$ cat src/rtl/noise_channel.sv
// APU noise voice: samples the pseudo-random stream on timer expiry, gates it with length/envelope.
// Optional periodic reseed tone enabled by defining NOISE_SHORT_MODE_EN.
module noise_channel #(
    parameter int unsigned CLK_DIV = 16
) (
    input  logic       clk,
    input  logic       rst_n,
    input  logic       reg_wr,
    input  logic [1:0] reg_addr,
    input  logic [7:0] reg_wdata,
    input  logic       quarter_frame,
    input  logic       half_frame,
    input  logic [7:0] rnd_data,
    output logic       rnd_enable,
    output logic [3:0] sample,
    output logic       active
);

    localparam int unsigned PW = (CLK_DIV > 1) ? $clog2(CLK_DIV) : 1;
    localparam logic [PW-1:0] PS_MAX = PW'(CLK_DIV - 1);

    function automatic logic [11:0] period_of(input logic [3:0] idx);
        case (idx)
            4'd0:    period_of = 12'd4;
            4'd1:    period_of = 12'd8;
            4'd2:    period_of = 12'd16;
            4'd3:    period_of = 12'd32;
            4'd4:    period_of = 12'd64;
            4'd5:    period_of = 12'd96;
            4'd6:    period_of = 12'd128;
            4'd7:    period_of = 12'd160;
            4'd8:    period_of = 12'd202;
            4'd9:    period_of = 12'd254;
            4'd10:   period_of = 12'd380;
            4'd11:   period_of = 12'd508;
            4'd12:   period_of = 12'd762;
            4'd13:   period_of = 12'd1016;
            4'd14:   period_of = 12'd2034;
            default: period_of = 12'd4068;
        endcase
    endfunction

    logic [PW-1:0] prescale;
    logic [11:0]   timer;
    logic          halt;
    logic          const_vol;
    logic [3:0]    vol;
    logic          ch_en;
    logic [3:0]    period_idx;
    logic          short_mode;
    logic [6:0]    length;
    logic          env_start;
    logic [3:0]    decay;
    logic [3:0]    env_div;
    logic          noise_bit;

    logic          tick;
    logic          expire;
    logic          len_wr;
    logic          dis_wr;
    logic [6:0]    len_load;
    logic          reseed;
    logic          unused_bits;

`ifdef NOISE_SHORT_MODE_EN
    logic [2:0]    exp_cnt;
    assign reseed = expire && short_mode && (exp_cnt == 3'd7);
`else
    assign reseed = 1'b0;
`endif

    assign tick     = (prescale == PS_MAX);
    assign expire   = tick && (timer == '0);
    assign len_wr   = reg_wr && (reg_addr == 2'd3);
    assign dis_wr   = reg_wr && (reg_addr == 2'd1) && !reg_wdata[0];
    assign len_load = ({2'b00, reg_wdata[7:3]} + 7'd1) << 1;
    assign active   = (length != '0);
    assign unused_bits = ^{short_mode, reg_wdata[6], rnd_data[7:1]};

    always_ff @(posedge clk or negedge rst_n) begin
        if (!rst_n) begin
            prescale   <= '0;
            timer      <= '0;
            halt       <= 1'b0;
            const_vol  <= 1'b0;
            vol        <= '0;
            ch_en      <= 1'b0;
            period_idx <= '0;
            short_mode <= 1'b0;
            length     <= '0;
            env_start  <= 1'b0;
            decay      <= '0;
            env_div    <= '0;
            noise_bit  <= 1'b0;
            sample     <= '0;
            rnd_enable <= 1'b0;
`ifdef NOISE_SHORT_MODE_EN
            exp_cnt    <= '0;
`endif
        end else begin
            prescale <= tick ? '0 : prescale + 1'b1;
            if (tick) begin
                if (timer == '0) begin
                    timer     <= period_of(period_idx) - 12'd1;
                    noise_bit <= rnd_data[0];
                end else begin
                    timer <= timer - 12'd1;
                end
            end
`ifdef NOISE_SHORT_MODE_EN
            if (expire && short_mode)
                exp_cnt <= exp_cnt + 3'd1;
`endif

            // A length write on a quarter tick defers all envelope action to the next quarter.
            if (quarter_frame && !len_wr) begin
                if (env_start) begin
                    env_start <= 1'b0;
                    decay     <= 4'd15;
                    env_div   <= vol;
                end else if (env_div == '0) begin
                    env_div <= vol;
                    decay   <= (decay != '0) ? decay - 4'd1 : (halt ? 4'd15 : 4'd0);
                end else begin
                    env_div <= env_div - 4'd1;
                end
            end

            if (dis_wr)
                length <= '0;
            else if (len_wr) begin
                if (ch_en)
                    length <= len_load;
            end else if (half_frame && !halt && (length != '0))
                length <= length - 7'd1;

            if (reg_wr) begin
                case (reg_addr)
                    2'd0: begin
                        halt      <= reg_wdata[5];
                        const_vol <= reg_wdata[4];
                        vol       <= reg_wdata[3:0];
                    end
                    2'd1: ch_en <= reg_wdata[0];
                    2'd2: begin
                        period_idx <= reg_wdata[3:0];
                        short_mode <= reg_wdata[7];
                    end
                    default: env_start <= 1'b1;
                endcase
            end

            if (!ch_en || (length == '0) || !noise_bit)
                sample <= '0;
            else
                sample <= const_vol ? vol : decay;

            rnd_enable <= ch_en && !reseed;
        end
    end

endmodule
$ cat config.mk
export PLATFORM = sky130hd
export DESIGN_NAME = noise_channel
export DESIGN_NICKNAME = d
export VERILOG_FILES = /design/src/rtl/noise_channel.sv
export SDC_FILE = /design/constraint.sdc
export NUM_CORES = 1
export LEC_CHECK = 0
export ABC_AREA = 1
export CAP_MARGIN = 20
export CORE_MARGIN = 5
export CORE_UTILIZATION = 30
export CTS_BUF_LIST = sky130_fd_sc_hd__clkbuf_8 sky130_fd_sc_hd__clkbuf_16
export DETAILED_ROUTE_END_ITERATION = 10
export GPL_TIMING_DRIVEN = 0
export PLACE_DENSITY = 0.52
export SLEW_MARGIN = 20
export SYNTH_ARGS = -nofsm -noshare
export SYNTH_HDL_FRONTEND = slang
export SYNTH_SLANG_ARGS = --single-unit
$ cat constraint.sdc
create_clock -name clk -period 1.8 [get_ports clk]
set_clock_uncertainty 0.05 [all_clocks]
set_input_delay 0.27 -clock clk [delete_from_list [all_inputs] [get_ports clk]]
set_output_delay 0.27 -clock clk [all_outputs]
set_load 0.02 [all_outputs]
==> out/results.ini, run 1 <==
[status]
outcome=complete, no violations

[clock_tree]
cts_tree=yes
clk_path_buf_depth=2
clk_pin_slew_ns=0.10
clk_latency_ns=0.31
cts.sinks=49
cts_root_buf=clkbuf_8
h-tree-depth=2
cts_buffers=5

[synth]
netlist_instances=384
yosysWarnings=0
synth_compound_area_share_pct=14.5
synth_area_per_cell_um2=7.61
syn-cell-area_mm2=0.00292
synth_mux_area_share_pct=0.770
synthTopCellsByArea=dfrtp_1 (42%), nand2_1 (11%), o21ai_0 (6.7%), inv_1 (6.2%), nand3_1 (6.0%)
ys_seq_elements=49
yosys.area_share.simple_pct=27.3
synth_top_area_share_pct=41.9
yosysSeqAreaShare_pct=41.9
ys_types=37
synth_top_family_by_area=simple AND/OR/NAND/NOR gates
yosys.area.top_type=dfrtp_1
syn_nets=416
synth-xor-area-share_pct=2.70
synth_fa_ha_area_share_pct=3.85

[die]
start_util_pct=30.3
die_h_um=109
die_area_mm2=0.0118
core_mm2=0.00964
dieWidth_um=109
ios=29
rows=36

[detailed_routing]
vias=2531
drtAntennaViolNets=0
avgRoutedWirePerCell_um=12.0
dr.pass1.iters=4
totalWireLength_um=6690
drt-initial-drc-count=56
drc=0
vias_per_cell=4.54

[setup_path]
rr_startpoint=period_idx[2]
critPathLaunch=period_idx[2]
required_ns=2.00
worst_path_dominant_cell_family=simple AND/OR/NAND/NOR gates
path_class=reg -> reg
crit_buf_inv=2
crit_slowest_cell=dfrtp_1
critPathMaxStageDelay_ns=0.39
worstPathMaxFanout=7
arrival_ns=1.96
cp-start-kind=flop
crit_chain=buf_6 > nor2_4 > nand2_2 > o21ai_2 > inv_2 > ha_4 > nand2_2 > o21ai_1 > a21oi_1 > nand2_1 > nand3_2 > nand2_1 > nand2_1
crit_top_cell=nand2_1
worstSetupEndpointType=flop

[grt]
grt-ovfl-total=0
grt_usage_pct=11.8
antenna_found_initial=0
grt_pass1_vias=2390
grt_max_degree=50
grt_pass1_wl_um=11200

[place]
io_buffers=21
dp_hpwl_um=5030
placed_cell_area_mm2=0.00330
pre_cts_ws_ns=-0.227
gp_congestion=0.857
dp_cells=538

[power_and_ir_drop]
vdd_drop_max_uv=518
p_leak_nw=1.69
fin_total_pwr_mw=3.84
p_per_area_mw_per_mm2=1080

[cells_and_area]
fin_util_pct=36.9
drive_gt1_share_pct=16.5
final_nets=456
final_area_mm2=0.00356
area_growth_pct=21.7
final_cells=558
fill_cells=1054
diodes=0

[timing]
max_slew_margin_pct=56.5
fmax_ghz=0.569
whs_ns=0.442
setup_viol_count_final=0
hold_viol=0
setup_slack_ns=0.0425
min_period_ns=1.76
slew_violations=0
rsz0062_at_grt=yes
worst_pin_slew_ns=0.652
fin_tns_setup_ns=0
fin_crit_sh_pct=97.6

[job]
cap_violations=0

[hold_path]
worst_hold_path_type=reg -> reg
hold_path.startpoint=ch_en

[final timing paths]
path / slack, ns / endpoint / depth (start not counted)
setup / recovery: 0.04 / timer[7] / 13
hold reg to reg: 0.44 / rnd_enable / 0
hold / removal: 0.44 / rnd_enable / 0
setup reg to reg: 0.04 / timer[7] / 13
min in group asynchronous: 0.46 / sample[1] / 2
max in group asynchronous: 0.76 / period_idx[0] / 2
[layout by cell type, fill, tap and decap left out, types with 5 or more instances in the layout]
cell             instances
clkdlybuf4s50_1         19
o22ai_1                  6
ha_1                     8
clkbuf_8                 5
o21ai_0                 37
nand3_2                  5
inv_1                   42
nand2_1                 84
nor2_2                   8
inv_2                   13
xor2_1                   8
nand4_1                  7
buf_4                   14
dfrtp_1                 48
a21oi_1                 14
nand3_1                 32
nor2_1                  26
[sequential cells by signal (all words and copies together), names as in the netlist, 4 cells and up]
name / flops
timer: 12
prescale: 4
period_idx: 4
env_div: 4
vol: 4
decay: 4
length: 7
sample: 4
[synth_stat cells]
cell and instances:
a21boi_1 2, a21oi_1 14, a22oi_1 4, a31oi_1 2
buf_1 1, buf_2 2, buf_4 1, buf_6 2
clkbuf_1 2, clkbuf_2 1, dfrtp_1 49, ha_1 9
inv_1 48, inv_2 7, mux2_2 2, nand2_1 85
nand2_2 1, nand2_4 2, nand3_1 35, nand3_2 2
nand3_4 1, nand4_1 7, nor2_1 29, nor2_2 5
nor2_4 1, nor3_1 4, nor3_2 1, o211ai_1 3
o21ai_0 39, o21ai_1 2, o21ai_2 1, o21bai_1 1
o22ai_1 7, o31ai_1 1, or2_2 2, xnor2_1 1
xor2_1 8
[kinds of logic after synthesis]
group | count (synthesis)
and+or+nand+nor | 175
AOI/OAI and AO/OA | 76
buffers and inverters | 64
DFF | 49
xor gates and xnor gates | 9
adders and majority gates | 9
muxes | 2
[layer usage]
metal  part of all wire (%)  vias up  track usage, %
li1                       -     1348               -
met1                     49     1143            15.7
met2                     47       33            19.7
met3                    2.6        7            2.19
met4                    1.1        0            3.25
met5                      0        -               0
[area by class of cell]
type	count	area, um2	area share (%)
buffer	8	57.6	1.62
inverter	55	206	5.80
timing repair buffer	34	309	8.68
clock inverter	3	28.8	0.809
clock buffer	5	68.8	1.93
tap	133	166	4.68
multi-input combinational	271	1490	42.0
sequential	49	1230	34.5
[power breakdown]
group / internal [mW] / switching (mW)
combinational: 0.667 / 0.907
clock: 0.292 / 0.420
sequential: 1.37 / 0.184
total: 2.33 / 1.51
[what timing repair did]
action                                  in CTS  in global routing
endpoints found under the setup margin       5                 11
buffers inserted                             6                  6
hold buffers                                 1                  0
cloned                                       0                  0
resized for setup                           13                 16
hold endpoints to repair                    49                  0
pin swaps                                    4                  6
No activity file was read; power rests on OpenSTA's default activity.
==> inputs of run 2 (changes only) <==
--- a/config.mk
+++ b/config.mk
@@ -12,7 +12,7 @@
 export CTS_BUF_LIST = sky130_fd_sc_hd__clkbuf_8 sky130_fd_sc_hd__clkbuf_16
 export DETAILED_ROUTE_END_ITERATION = 10
 export GPL_TIMING_DRIVEN = 0
-export PLACE_DENSITY = 0.52
+export PLACE_DENSITY = 0.5
 export SLEW_MARGIN = 20
 export SYNTH_ARGS = -nofsm -noshare
 export SYNTH_HDL_FRONTEND = slang
==> constraint.sdc (replaced) <==
create_clock -name clk -period 2.1 [get_ports clk]
set_clock_uncertainty 0.05 [all_clocks]
set_input_delay 0.315 -clock clk [delete_from_list [all_inputs] [get_ports clk]]
set_output_delay 0.315 -clock clk [all_outputs]
set_load 0.02 [all_outputs]
==> run 2 against run 1 <==
Combinational power fell by 20%. Via count down 1.2%. Global-route usage is 0.34 points higher. Register-to-register slack better by 0.16 ns. Sequential cell count unchanged. First-iteration DRC count is 34% higher. Count of clock-buffer cells in the layout did not move. Die area unchanged. Hold slack worse by 0.0015 ns. Design area is 3.8% lower. Critical endpoint is now active. Largest cell class unchanged.
==> out/results.ini, run 2 (synthesized netlist as in run 1, its figures left out) <==
[status]
outcome=complete, no violations

[power_and_ir_drop]
p_int_mw=1.92  ; -18%
vdd_drop_max_uv=368  ; -29%
p_sw_share_pct=39.7  ; +0.30 points
clkPwrFrac_pct=19.2  ; +0.7 points
p_per_area_mw_per_mm2=929  ; -14%
p_comb_share_pct=39.2  ; -1.8 points
seq_power_share_pct=41.6  ; +1.1 points
p_leak_nw=1.63  ; -3.7%
p_switching_mw=1.26  ; -17%

[detailed_routing]
drt-initial-drc-count=75  ; +34%
vias_per_cell=4.57  ; +0.80%
totalWireLength_um=6580  ; -1.6%
drc=0  ; unchanged
avgRoutedWirePerCell_um=12.0  ; +0.36%
drtAntennaViolNets=0  ; unchanged
vias=2501  ; -1.2%
dr.pass1.iters=4  ; unchanged

[grt]
grt_usage_pct=12.1  ; +0.34 points
antenna_found_initial=0  ; unchanged
grt-ovfl-total=0  ; unchanged
grt_pass1_vias=2429  ; +1.6%
grt_max_degree=50  ; unchanged
grt_pass1_wl_um=11500  ; +3.2%

[die]
rows=36  ; unchanged
dieWidth_um=109  ; unchanged
ios=29  ; unchanged
start_util_pct=30.3  ; unchanged
die_h_um=109  ; unchanged
core_mm2=0.00964  ; unchanged
die_area_mm2=0.0118  ; unchanged

[setup_path]
worstPathMaxFanout=5  ; -2
worstSetupEndpointType=primary output
arrival_ns=1.59  ; -0.37 ns
path_class=reg -> out
cp-start-kind=flop
required_ns=1.74  ; -0.26 ns

[cells_and_area]
fin_util_pct=35.5  ; -1.4 points
final_nets=445  ; -2.4%
drive_gt1_share_pct=10.4  ; -6.1 points
largest_register=timer
reg.largest.list=timer x12, length x7
final_cells=547  ; -2.0%
layout_common_cells=nand2_1 (85), dfrtp_1 (49), inv_1 (48)
area_growth_pct=17.0
layout_commonest_cell=nand2_1
largest_reg_flops=12  ; unchanged
diodes=0  ; unchanged

[timing]
slew_violations=0  ; unchanged
min_period_ns=1.95
fin_tns_setup_ns=0  ; unchanged
setup_slack_ns=0.146  ; +0.104 ns
max_slew_margin_pct=57.1  ; +0.57 points
setup_viol_count_final=0  ; unchanged
fin_crit_sh_pct=93.0
fmax_ghz=0.512
worst_pin_slew_ns=0.644  ; -0.00855 ns
hold_viol=0  ; unchanged
rsz0062_at_grt=no

[place]
dp_cells=538  ; unchanged
io_buffers=21  ; unchanged
dp_hpwl_um=5040  ; +0.19%
gp_congestion=0.863  ; +0.61%
pre_cts_ws_ns=0.108  ; +0.335 ns

[clock_tree]
cts_setup_buffers=0  ; -6
cts_root_buf=clkbuf_8
cts_buffers=5  ; unchanged
h-tree-depth=2  ; unchanged
cts.sinks=49  ; unchanged
clk_path_buf_depth=2  ; unchanged
clk_pin_slew_ns=0.11  ; about the same
cts_tree=yes
clk_latency_ns=0.31  ; about the same

[job]
cap_violations=0  ; unchanged

[hold_path]
worst_hold_path_type=reg -> reg

-- run 2: cell types whose count changed in the layout (fill, tap and decap cells not counted), sizes merged --
cell	before	now
clkinv	1	3
inv	57	55
clkbuf	7	8
clkdlybuf4s15	1	0
dlygate4sd2	0	1
buf	19	7
-- run 2: timing repair --
action                                  in CTS  in global routing
pin swaps                                    0                  0
gates resized for setup                      1                  3
hold buffers                                 1                  0
endpoints found under the hold margin        7                  0
endpoints found under the setup margin       1                  3
-- run 2: critical path, stage by stage, from the launching register on --
cell and delay (ns):
dfrtp_1 0.40, inv_1 0.13, nand2_1 0.07, nor2_1 0.14, nand3_2 0.17, dlygate4sd2_1 0.37
-- run 2: path summary, 6_finish.rpt --
kind	cells after the start	startpoint	end	slack, ns
setup / recovery	5	length[2]	active	0.15
min in group asynchronous	2	rst_n	sample[2]	0.52
hold / removal	0	ch_en	rnd_enable	0.44
setup reg to reg	12	period_idx[3]	timer[7]	0.20
hold reg to reg	0	ch_en	rnd_enable	0.44
max in group asynchronous	2	rst_n	length[3]	1.05
-- run 2: power by group through the flow --
stage	logic, mW	registers, mW	clock network [mW]
2_1_floorplan	0.931	1.32	0
3_3_place_gp	1.21	1.34	0
3_5_place_dp	1.24	1.34	0
4_1_cts	1.24	1.33	0.638
5_1_grt	1.45	1.35	0.669
6_report	1.25	1.32	0.609
-- run 2: layout make-up --
| class | count | area, um2 |
|---|---|---|
| buffer | 9 | 56.3 |
| clock buffer | 5 | 68.8 |
| clock inverter | 3 | 33.8 |
| fill | 1044 | 6220 |
| inverter | 55 | 206 |
| multi-input combinational | 271 | 1450 |
| sequential | 49 | 1230 |
| tap | 133 | 166 |
| timing repair buffer | 22 | 216 |
-- run 2: through the flow --
stage	power [mW]	area (um2)	hold slack (ns)
2_1_floorplan	2.25	2920	-0.0306
3_3_place_gp	2.56	3300	0.426
3_5_place_dp	2.58	3300	0.345
4_1_cts	3.21	3410	0.453
5_1_grt	3.47	3420	0.465
6_report	3.18	3420	0.440
-- run 2: routing by layer --
layer / vias to the layer above / global-route usage, % / wire [um]
li1: 1324 / - / -
met1: 1135 / 15.9 / 3210
met2: 35 / 20.4 / 3080
met3: 7 / 2.31 / 218
met4: 0 / 3.43 / 73
met5: - / 0 / 0
